===== src/rtl/seq_detect_pkg.sv =====
// Shared constants and helpers for the programmable serial pattern detector family.
package seq_detect_pkg;

  localparam int unsigned MASK_W      = 32;
  localparam int unsigned DEF_MAX_LEN = 8;

  localparam logic [DEF_MAX_LEN-1:0] DEF_PATTERN = 8'b0000_1011;
  localparam int unsigned            DEF_LEN     = 4;
  localparam logic                   DEF_OVERLAP = 1'b1;

  // Length 0 is meaningless, so it is promoted to 1; oversize lengths saturate.
  function automatic int unsigned clamp_len(input int unsigned len, input int unsigned max_len);
    if (len == 0) return 1;
    if (len > max_len) return max_len;
    return len;
  endfunction

  function automatic logic [MASK_W-1:0] len_mask(input int unsigned len);
    logic [MASK_W-1:0] m;
    m = '0;
    for (int unsigned i = 0; i < MASK_W; i++) begin
      if (i < len) m[i] = 1'b1;
    end
    return m;
  endfunction

endpackage


===== src/rtl/seq_detect_prog_if.sv =====
// Config, serial-input and result signals of the programmable pattern detector.
interface seq_detect_prog_if #(
  parameter int unsigned MAX_LEN = 8,
  parameter int unsigned LEN_W   = 4,
  parameter int unsigned CNT_W   = 8
);
  logic               cfg_load;
  logic [MAX_LEN-1:0] cfg_pattern;
  logic [LEN_W-1:0]   cfg_len;
  logic               cfg_overlap;
  logic               count_clr;
  logic               inp_valid;
  logic               inp_bit;
  logic               seq_seen;
  logic [CNT_W-1:0]   match_count;

  modport master (
    output cfg_load, cfg_pattern, cfg_len, cfg_overlap, count_clr, inp_valid, inp_bit,
    input  seq_seen, match_count
  );

  modport slave (
    input  cfg_load, cfg_pattern, cfg_len, cfg_overlap, count_clr, inp_valid, inp_bit,
    output seq_seen, match_count
  );
endinterface


===== src/rtl/seq_match_cmp.sv =====
// Combinational masked compare of the next history against the active pattern.
module seq_match_cmp
  import seq_detect_pkg::*;
#(
  parameter int unsigned MAX_LEN = 8,
  parameter int unsigned LEN_W   = 4
) (
  input  logic [MAX_LEN-1:0] hist_next,
  input  logic [MAX_LEN-1:0] pattern,
  input  logic [LEN_W-1:0]   fill_next,
  input  logic [LEN_W-1:0]   len,
  output logic               match_c
);

  logic [MAX_LEN-1:0] mask;

  // Only the low len bits take part; a match also needs len bits accepted.
  always_comb begin
    mask    = MAX_LEN'(len_mask(32'(len)));
    match_c = (fill_next == len) && (((hist_next ^ pattern) & mask) == '0);
  end

endmodule


===== src/rtl/seq_detect_prog.sv =====
// Runtime-programmable serial pattern detector with overlap mode and saturating match count.
module seq_detect_prog #(
  parameter int unsigned        MAX_LEN     = 8,
  parameter int unsigned        LEN_W       = 4,
  parameter int unsigned        CNT_W       = 8,
  parameter logic [MAX_LEN-1:0] DEF_PATTERN = MAX_LEN'(seq_detect_pkg::DEF_PATTERN),
  parameter int unsigned        DEF_LEN     = seq_detect_pkg::DEF_LEN,
  parameter logic               DEF_OVERLAP = seq_detect_pkg::DEF_OVERLAP
) (
  input  logic              clk,
  input  logic              reset,
  seq_detect_prog_if.slave  bus
);
  import seq_detect_pkg::*;

  localparam logic [CNT_W-1:0] CNT_MAX = {CNT_W{1'b1}};

  logic [MAX_LEN-1:0] pattern_q;
  logic [LEN_W-1:0]   len_q;
  logic               overlap_q;
  logic [MAX_LEN-1:0] history_q;
  logic [LEN_W-1:0]   fill_q;
  logic               seq_seen_q;
  logic [CNT_W-1:0]   count_q;

  logic               accept_c;
  logic [MAX_LEN-1:0] hist_next;
  logic [LEN_W-1:0]   fill_next;
  logic [LEN_W-1:0]   cfg_len_clamped;
  logic               hit_c;
  logic               match_c;

  // Next-value datapath; cfg_load steals the cycle from the serial input.
  always_comb begin
    accept_c        = bus.inp_valid & ~bus.cfg_load;
    hist_next       = {history_q[MAX_LEN-2:0], bus.inp_bit};
    fill_next       = (fill_q >= len_q) ? len_q : fill_q + LEN_W'(1);
    cfg_len_clamped = LEN_W'(clamp_len(32'(bus.cfg_len), MAX_LEN));
    match_c         = accept_c & hit_c;
  end

  seq_match_cmp #(
    .MAX_LEN (MAX_LEN),
    .LEN_W   (LEN_W)
  ) u_cmp (
    .hist_next (hist_next),
    .pattern   (pattern_q),
    .fill_next (fill_next),
    .len       (len_q),
    .match_c   (hit_c)
  );

  // Config, history and match pulse.
  always_ff @(posedge clk) begin
    if (reset) begin
      pattern_q  <= DEF_PATTERN;
      len_q      <= LEN_W'(DEF_LEN);
      overlap_q  <= DEF_OVERLAP;
      history_q  <= '0;
      fill_q     <= '0;
      seq_seen_q <= 1'b0;
    end else if (bus.cfg_load) begin
      pattern_q  <= bus.cfg_pattern;
      len_q      <= cfg_len_clamped;
      overlap_q  <= bus.cfg_overlap;
      history_q  <= '0;
      fill_q     <= '0;
      seq_seen_q <= 1'b0;
    end else if (accept_c) begin
      history_q  <= hist_next;
      // Non-overlap restarts the fill so a fresh len bits are needed.
      fill_q     <= (match_c && !overlap_q) ? '0 : fill_next;
      seq_seen_q <= match_c;
    end else begin
      seq_seen_q <= 1'b0;
    end
  end

  // Saturating match counter; a clear wins over a coincident match.
  always_ff @(posedge clk) begin
    if (reset) begin
      count_q <= '0;
    end else if (bus.count_clr) begin
      count_q <= '0;
    end else if (match_c && (count_q != CNT_MAX)) begin
      count_q <= count_q + CNT_W'(1);
    end
  end

  assign bus.seq_seen    = seq_seen_q;
  assign bus.match_count = count_q;

endmodule


===== src/flat_wrapper.sv =====
// flat-port wrapper written by rule: the top's interface ports become plain ports
module seq_detect_prog_flat import seq_detect_pkg::*;
#(
  parameter int unsigned        MAX_LEN     = 8,
  parameter int unsigned        LEN_W       = 4,
  parameter int unsigned        CNT_W       = 8,
  parameter logic [MAX_LEN-1:0] DEF_PATTERN = MAX_LEN'(seq_detect_pkg::DEF_PATTERN),
  parameter int unsigned        DEF_LEN     = seq_detect_pkg::DEF_LEN,
  parameter logic               DEF_OVERLAP = seq_detect_pkg::DEF_OVERLAP
)
  (clk, reset, bus_cfg_load, bus_cfg_pattern, bus_cfg_len, bus_cfg_overlap, bus_count_clr, bus_inp_valid, bus_inp_bit, bus_seq_seen, bus_match_count);
  seq_detect_prog_if #(.MAX_LEN(MAX_LEN), .LEN_W(LEN_W), .CNT_W(CNT_W)) bus_i ();
  input  logic clk;
  input  logic reset;
  input wire logic [$bits(bus_i.cfg_load)-1:0] bus_cfg_load;
  input wire logic [$bits(bus_i.cfg_pattern)-1:0] bus_cfg_pattern;
  input wire logic [$bits(bus_i.cfg_len)-1:0] bus_cfg_len;
  input wire logic [$bits(bus_i.cfg_overlap)-1:0] bus_cfg_overlap;
  input wire logic [$bits(bus_i.count_clr)-1:0] bus_count_clr;
  input wire logic [$bits(bus_i.inp_valid)-1:0] bus_inp_valid;
  input wire logic [$bits(bus_i.inp_bit)-1:0] bus_inp_bit;
  output wire logic [$bits(bus_i.seq_seen)-1:0] bus_seq_seen;
  output wire logic [$bits(bus_i.match_count)-1:0] bus_match_count;
  assign bus_i.cfg_load = bus_cfg_load;
  assign bus_i.cfg_pattern = bus_cfg_pattern;
  assign bus_i.cfg_len = bus_cfg_len;
  assign bus_i.cfg_overlap = bus_cfg_overlap;
  assign bus_i.count_clr = bus_count_clr;
  assign bus_i.inp_valid = bus_inp_valid;
  assign bus_i.inp_bit = bus_inp_bit;
  assign bus_seq_seen = bus_i.seq_seen;
  assign bus_match_count = bus_i.match_count;
  seq_detect_prog #(.MAX_LEN(MAX_LEN), .LEN_W(LEN_W), .CNT_W(CNT_W), .DEF_PATTERN(DEF_PATTERN), .DEF_LEN(DEF_LEN), .DEF_OVERLAP(DEF_OVERLAP)) u_core (.clk(clk), .reset(reset), .bus(bus_i));
endmodule

===== config.mk =====
export PLATFORM = sky130hd
export DESIGN_NAME = seq_detect_prog_flat
export DESIGN_NICKNAME = d
export VERILOG_FILES = /design/src/rtl/seq_detect_pkg.sv /design/src/rtl/seq_detect_prog_if.sv /design/src/rtl/seq_match_cmp.sv /design/src/rtl/seq_detect_prog.sv /design/src/flat_wrapper.sv
export SDC_FILE = /design/constraint.sdc
export NUM_CORES = 1
export LEC_CHECK = 0
export CAP_MARGIN = 20
export CORE_AREA = 5 5 67 69
export CTS_CLUSTER_SIZE = 25
export DETAILED_ROUTE_END_ITERATION = 16
export DIE_AREA = 0 0 72 74
export PLACE_DENSITY = 0.73
export SYNTH_ARGS = -nofsm -noshare
export SYNTH_HDL_FRONTEND = slang
export SYNTH_HIERARCHICAL = 1
export SYNTH_SLANG_ARGS = --single-unit

===== constraint.sdc =====
create_clock -name clk -period 3.75 [get_ports clk]
set_clock_uncertainty 0.2 [all_clocks]
set_input_delay 0.9375 -clock clk [delete_from_list [all_inputs] [get_ports clk]]
set_output_delay 0.9375 -clock clk [all_outputs]
set_load 0.01 [all_outputs]

# Word level (Yosys, flattened, before mapping)

Index checks and enable logic that the tools add are counted.
Widths: inputs -> output; s select.

Memory bits (read-only): 0
RAM bits: 0
Bits in latches: 0
Register bits after elaboration: 33
Memories: 0
Input bits: 19

$add $sub $neg: 2
Reductions and logical operators: 9
$lt $le $gt $ge: 10
$mul: 0
Mux-type cells: 17
Bitwise gates (word level): 6
Eq/ne operators: 2
Shift operators: 0
Divide/modulo/power cells: 0

Operator list:

| kind                | number |
|---|---|
| $mux 4              | 5 |
| $lt 3x4->1 const A  | 4 |
| $mux 1              | 12 |
| $add 8x1->8 const B | 1 |
| $and 8x8->8         | 1 |
| $logic_not 8->1     | 1 |
| $lt 1x4->1 const A  | 2 |
| $lt 2x4->1 const A  | 2 |
| $ne 8x8->1 const B  | 1 |
| $xor 8x8->8         | 1 |
| $add 4x1->4 const B | 1 |
| $eq 4x4->1          | 1 |
| $ge 4x4->1          | 1 |
| $gt 4x4->1 const B  | 1 |
| $logic_not 4->1     | 1 |
| $reduce_or 2->1     | 2 |
| $logic_and 1x1->1   | 3 |
| $reduce_or 3->1     | 1 |
| $and 1x1->1         | 2 |
| $not 1->1           | 2 |
| $logic_not 1->1     | 1 |

# Logic depth before layout (Yosys ltp)

Gate-level depths: netlist of run 1.

Depth after elaboration: 8
Gate-level depth with buffers: 16
Gate-level depth less buffers: 16

# By module

Netlist of run 1, hierarchy kept.

Modules (own cells, without submodules):

| module          | instances | cells an instance | area an instance (µm²) |
|---|---|---|---|
| seq_detect_prog | 1         | 158               | 1507.7 |
| seq_match_cmp   | 1         | 29                | 216.5 |

# Worst setup path before layout of run 1

OpenSTA, ideal clock, no wires.

Path kind: register to register
Start point: register u_core.len_q[0]
End point: register u_core.count_q[5], in the netlist u_core/bus.match_count[5]
Library setup time: 0.124 ns
Setup slack: 0.226 ns
Stages on the path, launching flop included: 15
Buffers on the path: 0
Data required time: 3.426 ns
Data arrival time: 3.199 ns
Cell sequence: dfxtp_1 ha_1 nand2b_4 a2111oi_4 nor3_4 mux2_4 xor2_1 nor4_2 nand3_1 nor4_2 nand3b_1 a311oi_1 nand3_1 xor2_1 nor2_1

Elaborated cells on any way between the ends: 24

RTL lines:

| item                          | RTL line              | source |
|---|---|---|
| from (decl)                   | seq_detect_prog.sv:19 | `logic [LEN_W-1:0] len_q;` |
| from (signal assigned)        | seq_detect_prog.sv:57 | `len_q <= LEN_W'(DEF_LEN);` |
| from (signal assigned)        | seq_detect_prog.sv:64 | `len_q <= cfg_len_clamped;` |
| $ge 4x4->1                    | seq_detect_prog.sv:37 | `fill_next = (fill_q >= len_q) ? len_q : fill_q + LEN_W'(1);` |
| $mux 4                        | seq_detect_prog.sv:37 |  |
| named net u_core.fill_next[1] | seq_detect_prog.sv:28 | `logic [LEN_W-1:0] fill_next;` |
| $eq 4x4->1                    | seq_match_cmp.sv:20   | `match_c = (fill_next == len) && (((hist_next ^ pattern) & mask) == '0);` |
| $logic_and 1x1->1             | seq_match_cmp.sv:20   |  |
| named net u_core.hit_c        | seq_detect_prog.sv:30 | `logic hit_c;` |
| $and 1x1->1                   | seq_detect_prog.sv:39 | `match_c = accept_c & hit_c;` |
| $logic_and 1x1->1             | seq_detect_prog.sv:85 | `end else if (match_c && (count_q != CNT_MAX)) begin` |
| to (signal assigned)          | seq_detect_prog.sv:86 | `count_q <= count_q + CNT_W'(1);` |
| to (decl)                     | seq_detect_prog.sv:24 | `logic [CNT_W-1:0] count_q;` |

The timed path passes the listed nets, and every way through them passes these cells.
A chain may end at the register's enable or synchronous reset.

# Worst setup path in the final report of run 1

Start point: register u_core.fill_q[0]
End point: register u_core.count_q[5], in the netlist u_core/bus.match_count[5]

Cells in the longest elaborated chain, start to end: 6
Elaborated cells on any way between the ends: 7

RTL lines:

| item                                      | RTL line              | source |
|---|---|---|
| from (decl)                               | seq_detect_prog.sv:22 | `logic [LEN_W-1:0] fill_q;` |
| from (signal assigned)                    | seq_detect_prog.sv:72 | `fill_q <= (match_c && !overlap_q) ? '0 : fill_next;` |
| $add 4x1->4 or $ge 4x4->1 (tied branches) | seq_detect_prog.sv:37 |  |
| $mux 4 *                                  | seq_detect_prog.sv:37 |  |
| named net u_core.fill_next[1]             | seq_detect_prog.sv:28 |  |
| $eq 4x4->1 *                              | seq_match_cmp.sv:20   |  |
| $logic_and 1x1->1 *                       | seq_match_cmp.sv:20   |  |
| named net u_core.hit_c                    | seq_detect_prog.sv:30 |  |
| $and 1x1->1 *                             | seq_detect_prog.sv:39 |  |
| $logic_and 1x1->1 *                       | seq_detect_prog.sv:85 |  |

Mark *: on every way through the listed nets, which the timed path passes. The rest lies on a longest branch.

==> impl_metrics.csv, run 1 <==
group,metric,value,unit
floorplanning,rows,23,
yosys,synth_seq_cells,33,
power,finalPower,0.7370,mW
routing,via_per_inst,5.116,
worst_setup_path,cp-end-kind,"flip-flop",
timing,final.setup.tns,0,ps
timing,slew_violations,0,
timing,period_share,93.96,%
yosys,synth_compound_area_share,10.09,%
grt,grt_max_degree,16,
layout,fin_nets,249,
floorplanning,die-height,74,um
routing,drc_errors,0,
floorplanning,initial_core_util,44.71,%
yosys,synth-simple-area-share,21.26,%
floorplanning,die_x,72,um
yosys,yosys.area_share.adder,4.354,%
yosys,netlist_instances,187,
yosys,yosys_most_used_dff,"dfxtp_1",
worst_setup_path,critPathArrivalTime,3490,ps
layout,area_growth,27.50,%
grt,antenna_found_initial,0,
worst_setup_path,start_kind,"flip-flop",
yosys,seq_area_frac_synth,38.32,%
floorplanning,core,3856,um2
clock_network,numClockSinks,33,
yosys,synth_xor_area_share,9.144,%
clock_network,h-tree-depth,2,
worst_setup_path,required,3720,ps
layout,multiInputGateArea,1008,um2
yosys,netlist_area,1724,um2
grt,gr-total-overflow,0,
yosys,avgSynthCellArea,9.220,um2
worst_setup_path,crit_type,"flip-flop to flip-flop",
routing,wl,3.598,mm
outcome,status,"finished, final reports clean",
routing,ant_nets,0,
yosys,synth_cell_types,40,
yosys,synth_top_family_by_area,"simple AND/OR/NAND/NOR gates",
timing,finalCriticalPeriod,3523,ps
power,power_density,335.3,nW/um2
placement,hpwl,2.644,mm
clock_network,cts_buffer_depth,2,
timing,max_freq,283.8,MHz
layout,num_antenna_cells,0,
clock_network,cts_tree,"done",
min_path,hp-class,"flip-flop to flip-flop",
worst_setup_path,cp_max_fo,5,
clock_network,clock_latency,280,ps
yosys,ys.warnings.count,6,
floorplanning,dieArea,5328,um2
yosys,synth_mux_area_share,13.06,%
clock_network,numCtsBuffers,5,
layout,final_cell_mix,"32 x dfxtp_1, 29 x nor2_1, 27 x clkdlybuf4s50_1",
placement,routabilityCongestion,0.8387,
routing,vias,1407,
timing,worstMarginPinSlew,548.9,ps
power,p_leak,0.8998,nW
routing,drt_iter0_markers,85,
grt,grt_pass1_wl,5.878,mm
placement,portBuffers,27,
layout,nFillCells,367,
floorplanning,ios,28,
run,drv_cap,0,
power,ir_worst_vdd,0.3138,mV
clock_network,cts.clk_slew.worst_paths,70,ps
yosys,syn_nets,212,
grt,grt_pass1_vias,1256,
timing,rsz0062_at_grt,"no",
layout,seqCellArea,661.9,um2
layout,drive_above_1_share,14.22,%
yosys,synth_edf_count,0,
timing,relSlewSlack,63.29,%
layout,layout_commonest_cell,"dfxtp_1",
clock_network,root_buffer,"clkbuf_8",
routing,drtPass1Iterations,5,
timing,setup_violations,0,
grt,grtUsageTotal,14.38,%
yosys,synthArstFlopShare,0,%
routing,wire_per_inst,13.08,um
timing,hold_viol,0,
## per-layer routing
layer	routed length (um)	GRT usage, %	vias up	part of all wire (%)
met3	168	5.135	2	4.7
met2	1711	23.06	30	48
met1	1694	18.11	654	47
met4	24	4.802	0	0.67
met5	0	0	-	0
li1	-	-	721	-
## per-stage QoR
stage	hold WS [ps]	setup WS, ps	utilization [%]	cells	area [um2]
after floorplan	232.2	226.3	-	187	1724
after global placement	282.4	209.7	54.09	265	2086
after CTS	302.2	43.97	56.33	273	2172
after detailed placement	283.9	164.8	54.09	265	2086
after global routing	309.1	31.07	57.01	275	2198
final	283.9	226.6	57.01	275	2198
## cell families after synthesis
kind of cell | Yosys count
AO/OA/AOI/OAI | 22
buffers and inverters | 15
XOR/XNOR | 18
adder cells (fa/ha/maj) | 6
flip-flops | 33
AND/OR/NAND/NOR | 71
multiplexers | 22
## repair_timing
action / CTS / global route
endpoints found under the hold margin: 0 / 0
hold buffers: 0 / 0
endpoints found under the setup margin: 0 / 8
resized for setup: 0 / 4
setup buffers: 0 / 2
## path summary, 6_finish.rpt
path	start	to	slack, ps	cells after the start
max	u_core/fill_q[0]$_SDFFE_PP0N_	u_core/bus.match_count[5]$_SDFFE_PP0P_	230	16
max reg2reg	u_core/fill_q[0]$_SDFFE_PP0N_	u_core/bus.match_count[5]$_SDFFE_PP0P_	230	16
min	u_core/fill_q[0]$_SDFFE_PP0N_	u_core/fill_q[0]$_SDFFE_PP0N_	280	2
min reg2reg	u_core/fill_q[0]$_SDFFE_PP0N_	u_core/fill_q[0]$_SDFFE_PP0N_	280	2
## synth_stat cells, types with 3 or more instances
cell | instances | share of area [%]
clkbuf_1 | 3 | 0.65
nand3_1 | 6 | 1.7
a21oi_1 | 4 | 1.2
nor3_1 | 4 | 1.2
mux2i_1 | 21 | 12
nand2b_1 | 3 | 1.1
ha_1 | 6 | 4.4
buf_1 | 3 | 0.65
o21ai_0 | 5 | 1.5
dfxtp_1 | 33 | 38
xnor2_1 | 5 | 2.5
xor2_1 | 13 | 6.6
inv_1 | 7 | 1.5
nand2_1 | 12 | 2.6
or2_2 | 3 | 1.1
nor2_1 | 29 | 6.3
## critical path, cell delays in order (launching register included)
cell	delay [ps]
dfxtp_2	350
inv_1	60
ha_1	270
nand2b_4	150
a2111oi_4	340
nor3_4	110
mux2_4	330
xor2_1	150
nor4_2	240
nand3_1	140
nor4_2	190
nand3b_1	190
a311oi_2	230
buf_4	160
nand3_1	90
xor2_1	150
nor2_1	60
## registers in the layout, indices dropped and copies added, names as in the netlist
register                flops
u_core/overlap_q            1
u_core/history_q            7
u_core/pattern_q            8
u_core/bus.match_count      8
u_core/bus.seq_seen         1
u_core/fill_q               4
u_core/len_q                4
## area by class of cell
class | count | area share [%]
Tap cell | 50 | 2.846
Clock buffer | 5 | 3.130
Sequential cell | 33 | 30.11
Clock inverter | 3 | 0.7968
Inverter | 7 | 1.195
Multi-Input combinational cell | 139 | 45.87
Timing Repair Buffer | 38 | 16.05
## report_power, final
group / leakage (nW) / internal, mW / switching [mW]
combinational: 0.587 / 0.0589 / 0.0532
sequential: 0.269 / 0.360 / 0.00709
clock: 0.0439 / 0.128 / 0.130
Note: power is estimated with default switching activity, not from simulation.
==> inputs of run 2 (changes only) <==
--- a/config.mk
+++ b/config.mk
@@ -11,6 +11,7 @@
 export DETAILED_ROUTE_END_ITERATION = 16
 export DIE_AREA = 0 0 72 74
 export PLACE_DENSITY = 0.73
+export SETUP_SLACK_MARGIN = 0.5
 export SYNTH_ARGS = -nofsm -noshare
 export SYNTH_HDL_FRONTEND = slang
 export SYNTH_HIERARCHICAL = 1
==> run 2 against run 1 <==
Against the previous run: count of clock-buffer cells in the layout up 1; non-clock buffer count rose by 6; flip-flop and latch count did not move; combinational power grew 9%; wire length increased by 1.0%; maximum frequency increased by 4.7%; critical path type unchanged; largest power group unchanged.
==> impl_metrics.csv, run 2 (synthesis gave the netlist of run 1 again) <==
group,metric,value,unit
timing,rsz0062_at_grt,"yes",
layout,area_growth,37.66,%
worst_setup_path,critPathArrivalTime,3390,ps
outcome,status,"finished, final reports clean",
routing,wire_per_inst,12.94,um
worst_setup_path,required,3770,ps
grt,grt_pass1_wl,6.189,mm
placement,hpwl,2.482,mm
floorplanning,ios,28,
timing,relSlewSlack,65.83,%
floorplanning,rows,23,
min_path,hold_end,"u_core/overlap_q$_SDFFE_PP1P_",
run,drv_cap,0,
min_path,hold_depth,2,
clock_network,cts.clk_slew.worst_paths,70,ps
grt,grt_max_degree,14,
floorplanning,core,3856,um2
power,p_leak,0.9541,nW
timing,worstMarginPinSlew,511.0,ps
clock_network,numCtsBuffers,5,
clock_network,clock_latency,280,ps
routing,wl,3.635,mm
layout,layout_commonest_cell,"dfxtp_1",
timing,setup_violations,0,
grt,grt_pass1_vias,1379,
grt,gr-total-overflow,0,
timing,max_freq,297.2,MHz
worst_setup_path,worstReg2RegEnd,"u_core/bus.match_count[5]$_SDFFE_PP0P_",
layout,num_antenna_cells,0,
floorplanning,dieArea,5328,um2
routing,drtPass1Iterations,4,
clock_network,numClockSinks,33,
min_path,hp-class,"flip-flop to flip-flop",
worst_setup_path,ff2ff_path_depth,17,
grt,grtUsageTotal,14.90,%
worst_setup_path,critPathLaunch,"u_core/fill_q[0]$_SDFFE_PP0N_",
layout,fin_nets,255,
floorplanning,initial_core_util,44.71,%
power,finalPower,0.8363,mW
grt,antenna_found_initial,0,
clock_network,hold_buffers,0,
min_path,min_from,"u_core/overlap_q$_SDFFE_PP1P_",
worst_setup_path,timing.rr.start,"u_core/fill_q[0]$_SDFFE_PP0N_",
timing,finalCriticalPeriod,3365,ps
timing,final.setup.tns,0,ps
worst_setup_path,cp_max_fo,7,
placement,routabilityCongestion,0.8485,
clock_network,cts_tree,"done",
routing,ant_nets,0,
routing,via_per_inst,5.060,
floorplanning,die-height,74,um
worst_setup_path,start_kind,"flip-flop",
timing,slew_violations,0,
timing,hold_viol,0,
routing,drc_errors,0,
power,ir_worst_vdd,0.3262,mV
layout,drive_above_1_share,22.08,%
worst_setup_path,crit_type,"flip-flop to flip-flop",
routing,vias,1422,
routing,drt_iter0_markers,73,
layout,final_cell_mix,"29 x dfxtp_1, 28 x nor2_1, 27 x clkdlybuf4s50_1",
clock_network,h-tree-depth,2,
worst_setup_path,rrSetupSlack,390,ps
placement,portBuffers,27,
clock_network,cts_buffer_depth,2,
clock_network,root_buffer,"clkbuf_8",
floorplanning,die_x,72,um
worst_setup_path,cp-end-kind,"flip-flop",
timing,period_share,89.72,%
layout,nFillCells,343,
power,power_density,352.4,nW/um2
run 2: cell types whose count changed in the layout (fill, tap and decap cells not counted), sizes merged:
cell    previous run  this run
buf               11        17
clkinv             2         0
bufinv             0         1
clkbuf             5         6
run 2: per-layer routing:
metal / up-vias / global-route usage, % / wire length [um]
met5: - / 0 / 0
met4: 0 / 5.637 / 57
met3: 5 / 4.595 / 139
met2: 22 / 23.57 / 1662
met1: 659 / 19.20 / 1776
li1: 736 / - / -
run 2: worst max-delay path, stage by stage (launching register included):
cell and delay (ps):
dfxtp_2 330, inv_2 80, ha_4 190, nand2b_4 140, a2111oi_4 340, nor3_4 110
buf_4 150, nand2_1 50, o21ai_1 70, xor2_1 170, nor4_2 220, nand3_1 150
nor4_4 180, nand3b_1 160, a311oi_2 360, nand3_1 140, xor2_1 170, nor2_1 100
run 2: worst max-delay path by stage:
stage	to	slack, ps
2_1_floorplan	u_core/bus.match_count[5]$_SDFFE_PP0P_	510
3_3_place_gp	u_core/bus.match_count[5]$_SDFFE_PP0P_	160
3_5_place_dp	u_core/bus.match_count[5]$_SDFFE_PP0P_	80
4_1_cts	u_core/bus.match_count[5]$_SDFFE_PP0P_	400
5_1_grt	u_core/bus.match_count[4]$_SDFFE_PP0P_	180
6_report	u_core/bus.match_count[5]$_SDFFE_PP0P_	390
run 2: timing repair:
item,4_1_cts,5_1_grt
pin swaps,6,10
resized for setup,7,8
setup buffers,9,5
setup endpoints to repair,11,11
run 2: metrics by stage:
| step | instances | hold WS [ps] | util, % | cell area (um2) | worst slack (ps) |
|---|---|---|---|---|---|
| 2_1_floorplan | 187 | 232.2 | - | 1762 | 505.8 |
| 5_1_grt | 281 | 315.4 | 61.55 | 2374 | 176.8 |
| 4_1_cts | 276 | 280.6 | 59.38 | 2290 | 402.5 |
| 3_5_place_dp | 259 | 255.8 | 53.89 | 2078 | 80.78 |
| 6_report | 281 | 276.1 | 61.55 | 2374 | 385.4 |
| 3_3_place_gp | 259 | 253.9 | 53.89 | 2078 | 163.6 |
run 2: final cells by class:
type                    instances  area (um2)  area share, %
multi-input cells             139        1094          46.07
flip-flops and latches         33       673.1          28.36
repair buffers                 44       397.9          16.76
clock buffers                   6       82.58          3.479
well taps                      50       62.56          2.636
clock inverters                 2       37.54          1.581
inverters                       7       26.28          1.107
run 2: where the power goes:
group	switching, mW	internal, mW	total, mW
registers	0.00674	0.360	0.366
clock network	0.132	0.216	0.348
logic	0.0574	0.0647	0.122
total	0.196	0.640	0.836
